**src/rtl/melody_pkg.sv**
```systemverilog
// rtl/melody_pkg.sv - shared types, note codes and default song tables for the melody sequencer
package melody_pkg;

    localparam int NOTE_W_DEF = 4;
    localparam int LEN_W_DEF  = 2;

    localparam logic [NOTE_W_DEF-1:0] NOTE_REST = '0;
    localparam logic [NOTE_W_DEF-1:0] NOTE_END  = '1;

    typedef enum logic [1:0] {
        IDLE,
        FETCH,
        PLAY
    } state_e;

    typedef struct packed {
        logic [NOTE_W_DEF-1:0] note;
        logic [LEN_W_DEF-1:0]  length;
    } rom_entry_t;

    // Song 0 is a short tune; every entry past its table reads as END.
    localparam int SONG0_LEN = 4;
    localparam rom_entry_t SONG0_TUNE [SONG0_LEN] = '{
        '{4'd5, 2'd2},
        '{4'd0, 2'd0},
        '{4'd6, 2'd1},
        '{NOTE_END, 2'd0}
    };

    // Other songs are END-free fills of the whole depth, so they always wrap.
    function automatic int pattern_note(input int song, input int step, input int note_w);
        return 1 + ((5 * step + song) % ((1 << note_w) - 2));
    endfunction

    function automatic int pattern_len(input int song, input int step, input int len_w);
        return (step + song) % (1 << len_w);
    endfunction

endpackage

```
**src/rtl/melody_rom.sv**
```systemverilog
// rtl/melody_rom.sv - song ROM, addr = {song, step}, one-cycle registered read
module melody_rom
    import melody_pkg::*;
#(
    parameter int NOTE_W     = 4,
    parameter int LEN_W      = 2,
    parameter int NUM_SONGS  = 2,
    parameter int SONG_DEPTH = 64,
    parameter int ADDR_W     = 7
) (
    input  logic                    clk,
    input  logic [ADDR_W-1:0]       addr_i,
    output logic [NOTE_W+LEN_W-1:0] data_o
);

    localparam int ENTRY_W = NOTE_W + LEN_W;
    localparam int TOTAL   = NUM_SONGS * SONG_DEPTH;
    localparam int IDX_W   = $clog2(TOTAL * ENTRY_W);

    function automatic logic [TOTAL*ENTRY_W-1:0] build_rom();
        logic [TOTAL*ENTRY_W-1:0] bits;
        logic [NOTE_W-1:0]        n;
        logic [LEN_W-1:0]         l;
        bits = '0;
        for (int s = 0; s < NUM_SONGS; s++) begin
            for (int i = 0; i < SONG_DEPTH; i++) begin
                if (s == 0) begin
                    if (i < SONG0_LEN) begin
                        n = (SONG0_TUNE[i].note == NOTE_END) ? '1 : NOTE_W'(SONG0_TUNE[i].note);
                        l = LEN_W'(SONG0_TUNE[i].length);
                    end else begin
                        n = '1;
                        l = '0;
                    end
                end else begin
                    n = NOTE_W'(pattern_note(s, i, NOTE_W));
                    l = LEN_W'(pattern_len(s, i, LEN_W));
                end
                bits[(s * SONG_DEPTH + i) * ENTRY_W +: ENTRY_W] = {n, l};
            end
        end
        return bits;
    endfunction

    localparam logic [TOTAL*ENTRY_W-1:0] ROM_BITS = build_rom();

    logic [IDX_W-1:0]   base;
    logic [ENTRY_W-1:0] data_q;

    assign base = IDX_W'(int'(addr_i) * ENTRY_W);

    always_ff @(posedge clk) begin
        data_q <= ROM_BITS[base +: ENTRY_W];
    end

    assign data_o = data_q;

endmodule

```
**src/rtl/melody_sequencer.sv**
```systemverilog
// rtl/melody_sequencer.sv - steps through a ROM melody, emitting note/length per step
module melody_sequencer
    import melody_pkg::*;
#(
    parameter int NOTE_W         = 4,
    parameter int LEN_W          = 2,
    parameter int NUM_SONGS      = 2,
    parameter int SONG_DEPTH     = 64,
    parameter int TICKS_PER_UNIT = 1000,
    localparam int SEL_W         = (NUM_SONGS > 1) ? $clog2(NUM_SONGS) : 1,
    localparam int STEP_W        = $clog2(SONG_DEPTH)
) (
    input  logic              clk,
    input  logic              rst,
    input  logic              load,
    input  logic [SEL_W-1:0]  song_sel,
    input  logic              loop_en,
    input  logic              manual,
    input  logic              next,
    input  logic              pause,
    output logic [NOTE_W-1:0] note,
    output logic [LEN_W-1:0]  length,
    output logic              run,
    output logic              note_valid,
    output logic              done,
    output logic [STEP_W-1:0] step
);

    localparam int TIMER_W = $clog2((2 ** LEN_W) * TICKS_PER_UNIT);

    state_e               state_q, state_d;
    logic [SEL_W-1:0]     song_q, song_d, song_clamped;
    logic [STEP_W-1:0]    step_q, step_d;
    logic [TIMER_W-1:0]   timer_q, timer_d, timer_limit;
    logic [NOTE_W-1:0]    note_q, note_d, entry_note;
    logic [LEN_W-1:0]     length_q, length_d, entry_len;
    logic                 run_q, run_d;
    logic                 note_valid_q, note_valid_d;
    logic                 done_q, done_d;
    logic                 wrap_q, wrap_d;
    logic [NOTE_W+LEN_W-1:0] rom_data;

    // Addressed by next-state so the entry for the current step is ready during FETCH.
    melody_rom #(
        .NOTE_W    (NOTE_W),
        .LEN_W     (LEN_W),
        .NUM_SONGS (NUM_SONGS),
        .SONG_DEPTH(SONG_DEPTH),
        .ADDR_W    (SEL_W + STEP_W)
    ) u_rom (
        .clk   (clk),
        .addr_i({song_d, step_d}),
        .data_o(rom_data)
    );

    assign entry_note  = rom_data[NOTE_W+LEN_W-1 -: NOTE_W];
    assign entry_len   = rom_data[LEN_W-1:0];
    assign timer_limit = TIMER_W'((int'(length_q) + 1) * TICKS_PER_UNIT - 1);

    always_comb begin
        song_clamped = song_sel;
        if (int'(song_sel) >= NUM_SONGS) begin
            song_clamped = SEL_W'(NUM_SONGS - 1);
        end
    end

    always_comb begin
        state_d      = state_q;
        song_d       = song_q;
        step_d       = step_q;
        timer_d      = timer_q;
        note_d       = note_q;
        length_d     = length_q;
        run_d        = run_q;
        wrap_d       = wrap_q;
        note_valid_d = 1'b0;
        done_d       = 1'b0;

        if (load) begin
            song_d  = song_clamped;
            step_d  = '0;
            wrap_d  = 1'b0;
            timer_d = '0;
            run_d   = 1'b1;
            state_d = FETCH;
        end else if (!pause) begin
            unique case (state_q)
                IDLE: ;
                FETCH: begin
                    if (entry_note == '1 || wrap_q) begin
                        done_d = 1'b1;
                        wrap_d = 1'b0;
                        step_d = '0;
                        if (!loop_en) begin
                            state_d  = IDLE;
                            run_d    = 1'b0;
                            note_d   = NOTE_W'(NOTE_REST);
                            length_d = '0;
                        end
                    end else begin
                        note_d       = entry_note;
                        length_d     = entry_len;
                        note_valid_d = 1'b1;
                        timer_d      = '0;
                        state_d      = PLAY;
                    end
                end
                PLAY: begin
                    if (manual ? next : (timer_q == timer_limit)) begin
                        step_d  = step_q + 1'b1;
                        wrap_d  = (step_q == '1);
                        state_d = FETCH;
                    end else if (!manual) begin
                        timer_d = timer_q + 1'b1;
                    end
                end
                default: state_d = IDLE;
            endcase
        end

        // Holding the timer at zero in manual mode makes a switch to auto start a fresh count.
        if (state_q == PLAY && manual) begin
            timer_d = '0;
        end
    end

    always_ff @(posedge clk) begin
        if (rst) begin
            state_q      <= IDLE;
            song_q       <= '0;
            step_q       <= '0;
            timer_q      <= '0;
            note_q       <= '0;
            length_q     <= '0;
            run_q        <= 1'b0;
            note_valid_q <= 1'b0;
            done_q       <= 1'b0;
            wrap_q       <= 1'b0;
        end else begin
            state_q      <= state_d;
            song_q       <= song_d;
            step_q       <= step_d;
            timer_q      <= timer_d;
            note_q       <= note_d;
            length_q     <= length_d;
            run_q        <= run_d;
            note_valid_q <= note_valid_d;
            done_q       <= done_d;
            wrap_q       <= wrap_d;
        end
    end

    assign note       = note_q;
    assign length     = length_q;
    assign run        = run_q;
    assign note_valid = note_valid_q;
    assign done       = done_q;
    assign step       = step_q;

endmodule

```
**config.mk**
```make
export PLATFORM = sky130hd
export DESIGN_NAME = melody_sequencer
export DESIGN_NICKNAME = d
export VERILOG_FILES = /design/src/rtl/melody_pkg.sv /design/src/rtl/melody_rom.sv /design/src/rtl/melody_sequencer.sv
export SDC_FILE = /design/constraint.sdc
export NUM_CORES = 1
export LEC_CHECK = 0
export ABC_AREA = 1
export ABC_CLOCK_PERIOD_IN_PS = 3400
export CAP_MARGIN = 5
export CORE_MARGIN = 1.5
export CORE_UTILIZATION = 52
export DETAILED_ROUTE_END_ITERATION = 6
export PLACE_DENSITY = 0.8
export SETUP_SLACK_MARGIN = 0.1
export SKIP_LAST_GASP = 1
export SLEW_MARGIN = 20
export SYNTH_ARGS = -nofsm -noshare
export SYNTH_HDL_FRONTEND = slang
export SYNTH_SLANG_ARGS = --single-unit
```
**constraint.sdc**
```tcl
create_clock -name clk -period 3.4 [get_ports clk]
set_input_delay 0.34 -clock clk [delete_from_list [all_inputs] [get_ports clk]]
set_output_delay 0.34 -clock clk [all_outputs]
set_load 0.01 [all_outputs]
```
==> summary.md <==
| Metric | Value |
|---|---|
| Maxcap violations | `0` |
| Num ports | `23` |
| Worst path bufs/invs | `6` |
| Synth top area cells | `dfxtp_1 29%, nand2_1 13%, nand3_1 11%, inv_1 8.6%, ha_1 7.3%` |
| Core area | `between 4000 and 5000 µm²` |
| Slowest cell delay on critical path | `approximately 0.37 ns` |
| Slowest-stage cell, CP | `dfxtp_4` |
| Largest net degree at the start of global routing | `18` |
| CTS Buf Count | `5` |
| Fin. max-slew vios | `0` |
| First-pass GRT wire length | `roughly 11000 µm` |
| Status | `finished clean` |
| # fillers | `355` |
| Grt total ovfl | `0` |
| Number of library cell types mapped by synthesis | `33` |
| Top Usage Layer GRT | `met2` |
| ANT cells | `0` |
| Total negative slack | `0 ns` |
| Post-Syn Area | `roughly 2600 µm²` |
| Layout Nets | `475` |
| CTS tree | `yes` |
| Mapped Cells | `roughly 400` |
| Number of global-route vias before repair | `between 2000 and 3000` |
| Clock Sink Count | `37` |
| Average wire per standard cell | `about 15 µm` |
| Final setup violation count | `0` |
| Fin crit share | `99.5%` |
| Die width | `73.3 µm` |
| Post-synthesis sequential area ratio | `28.9%` |
| Antenna viol nets, final | `0` |
| Final Hold Vio Count | `0` |
| Clock root buffer | `clkbuf_8` |
| Synthesis-stage register bit count | `37` |
| Final WL | `7690 µm` |
| F_max | `roughly 300 MHz` |
| Finished Core Util | `72.3%` |
| Clk buf depth | `2` |
| Yosys top cell area share | `28.9%` |
| RSZ-0062 raised after global routing | `true` |
| H-tree depth | `2` |
| Gr usage total | `26.1%` |
| Fin cells | `520` |
| Share of layout cells above drive strength 1 | `24.9%` |
| Via count | `between 2000 and 3000` |
| Met2 usage | `a little over two fifths` |
| Initial DRC Count | `approximately 260` |
| Final setup margin | `approximately 0.016 ns` |
| Critical path launch point type | `flop` |
| Inst Count DP | `494` |
| Crit path DAT | `~3.6 ns` |
| Crit path required time | `between 3 and 4 ns` |
| Grt met3 use | `roughly 4.5%` |
| Die H | `73.3 µm` |
| Worst-Skew Late Latency | `about 0.30 ns` |
| Nature of the critical path endpoint | `flop` |
| DR vias/cell | `5.57` |
| Hold Crit Class | `flop to flop` |
| Hold buffers post-CTS | `0` |
| I/O Buffers | `22` |
| PD cells | `approximately 340 nW/µm²` |
| Commonest non-fill, non-tap cell in the layout | `nand2_1` |
| Top delay family on crit path | `simple AND/OR/NAND/NOR gates` |
| Worst path most repeated cell | `nand2_1` |
| Crit Path Class | `flop to flop` |
| Synth warn | `0` |
| Yosys top cell by area | `dfxtp_1` |
| Most frequent cells in the layout | `83 x nand2_1, 51 x inv_1, 43 x nand3_1` |
| Die ar. | `roughly 5400 µm²` |
| Dpl ws | `-0.0525 ns` |
| Worst-Margin Slew | `0.540 ns` |
| Post-DP HPWL | `4810 µm` |
| Hold WS | `roughly 0.44 ns` |
| Gpl congestion | `~1` |
| Initial antenna violation count | `0` |
| DRC Markers | `0` |
| Area growth syn-to-layout | `33.1%` |
| Met1 GRT Util | `34.0%` |
| Crit path max fanout | `12` |
| Row cnt | `25` |
| Clock-pin slew on the worst setup and hold paths | `0.09 ns` |
| VDD IR max | `0.000215 V` |
| Relative max-transition margin | `between 60% and 70%` |
| Leakage | `around 1.5 nW` |
| Length of the first detailed-routing pass in iterations | `5` |
| Initial core utilization | `around 54%` |
| Syn nets | `around 420` |
| Mean area per synthesized cell | `approximately 6.4 µm²` |
| Clock Skew | `approximately 0.0095 ns` |
| Tmin final | `3.38 ns` |
## worst min-delay path, cell delays in order (launching register included)
cell and delay [ns]:
dfxtp_1 0.31, nand2_1 0.05, o31ai_1 0.05
## where the power goes
group	internal [W]	switching (W)
clock network	0.000295	0.000172
registers	0.000452	0.0000101
logic	0.0000851	0.000143
## Yosys cell counts (all sizes together)
master  instances
nor2           48
nand3          58
ha             15
nand3b          1
o21ai          21
nand4           3
clkbuf          3
nor4            1
or2             1
o211a           1
buf             4
o31ai           2
a31oi           2
a211oi          1
xnor2           1
inv            64
nor3            7
dfxtp          37
o22ai           2
xor2            3
nand2         105
a21oi          21
## per-stage QoR
step / power (W) / area, µm²
after floorplan: 0.000607 / 2590
after global placement: 0.000655 / 2920
after detailed placement: 0.000659 / 2920
after CTS: 0.00112 / 3130
after global routing: 0.00120 / 3420
final: 0.00116 / 3420
## final cells by class
class / instances / area [µm²] / area share (%)
inverters: 64 / 245 / 7.18
clock inverters: 3 / 68.8 / 2.01
clock buffers: 5 / 68.8 / 2.01
flip-flops and latches: 37 / 746 / 21.8
multi-input cells: 293 / 1750 / 51.1
repair buffers: 51 / 457 / 13.4
well taps: 67 / 83.8 / 2.45
## layer usage
layer / routed length, µm / part of all wire, %
met4: 191 / 2.5
met5: 0 / 0
met3: 562 / 7.3
met2: 3700 / 48
met1: 3230 / 42
## kinds of logic after synthesis
group / count (synthesis) / share of synthesized area [%]
xor+xnor: 4 / 1.37
flops: 37 / 28.9
compound gates: 50 / 10.4
buf+inv: 71 / 11.5
fa+ha+maj: 15 / 7.31
simple gates: 224 / 40.5
## sequential cells by signal, summed over array words and instances, names as in the netlist
signal,flops
note,4
wrap_q,1
note_valid,1
song_q,1
state_q,2
length,2
done,1
u_rom.data_o,6
step,6
timer_q,12
run,1
## worst paths after layout
check / from / to / slack, ns / cells past startpoint
min reg2reg: u_rom.data_o[1] / length[1] / 0.44 / 2
min: u_rom.data_o[1] / length[1] / 0.44 / 2
max reg2reg: length[0] / u_rom.data_o[3] / 0.02 / 26
max: length[0] / u_rom.data_o[3] / 0.02 / 26
## repair_timing
item | in CTS | in global routing
pin swaps | 1 | 26
resized for setup | 9 | 48
hold endpoints to repair | 0 | 0
buffers inserted | 4 | 14
endpoints found under the setup margin | 3 | 3
Power figures use the tool's default switching activity.
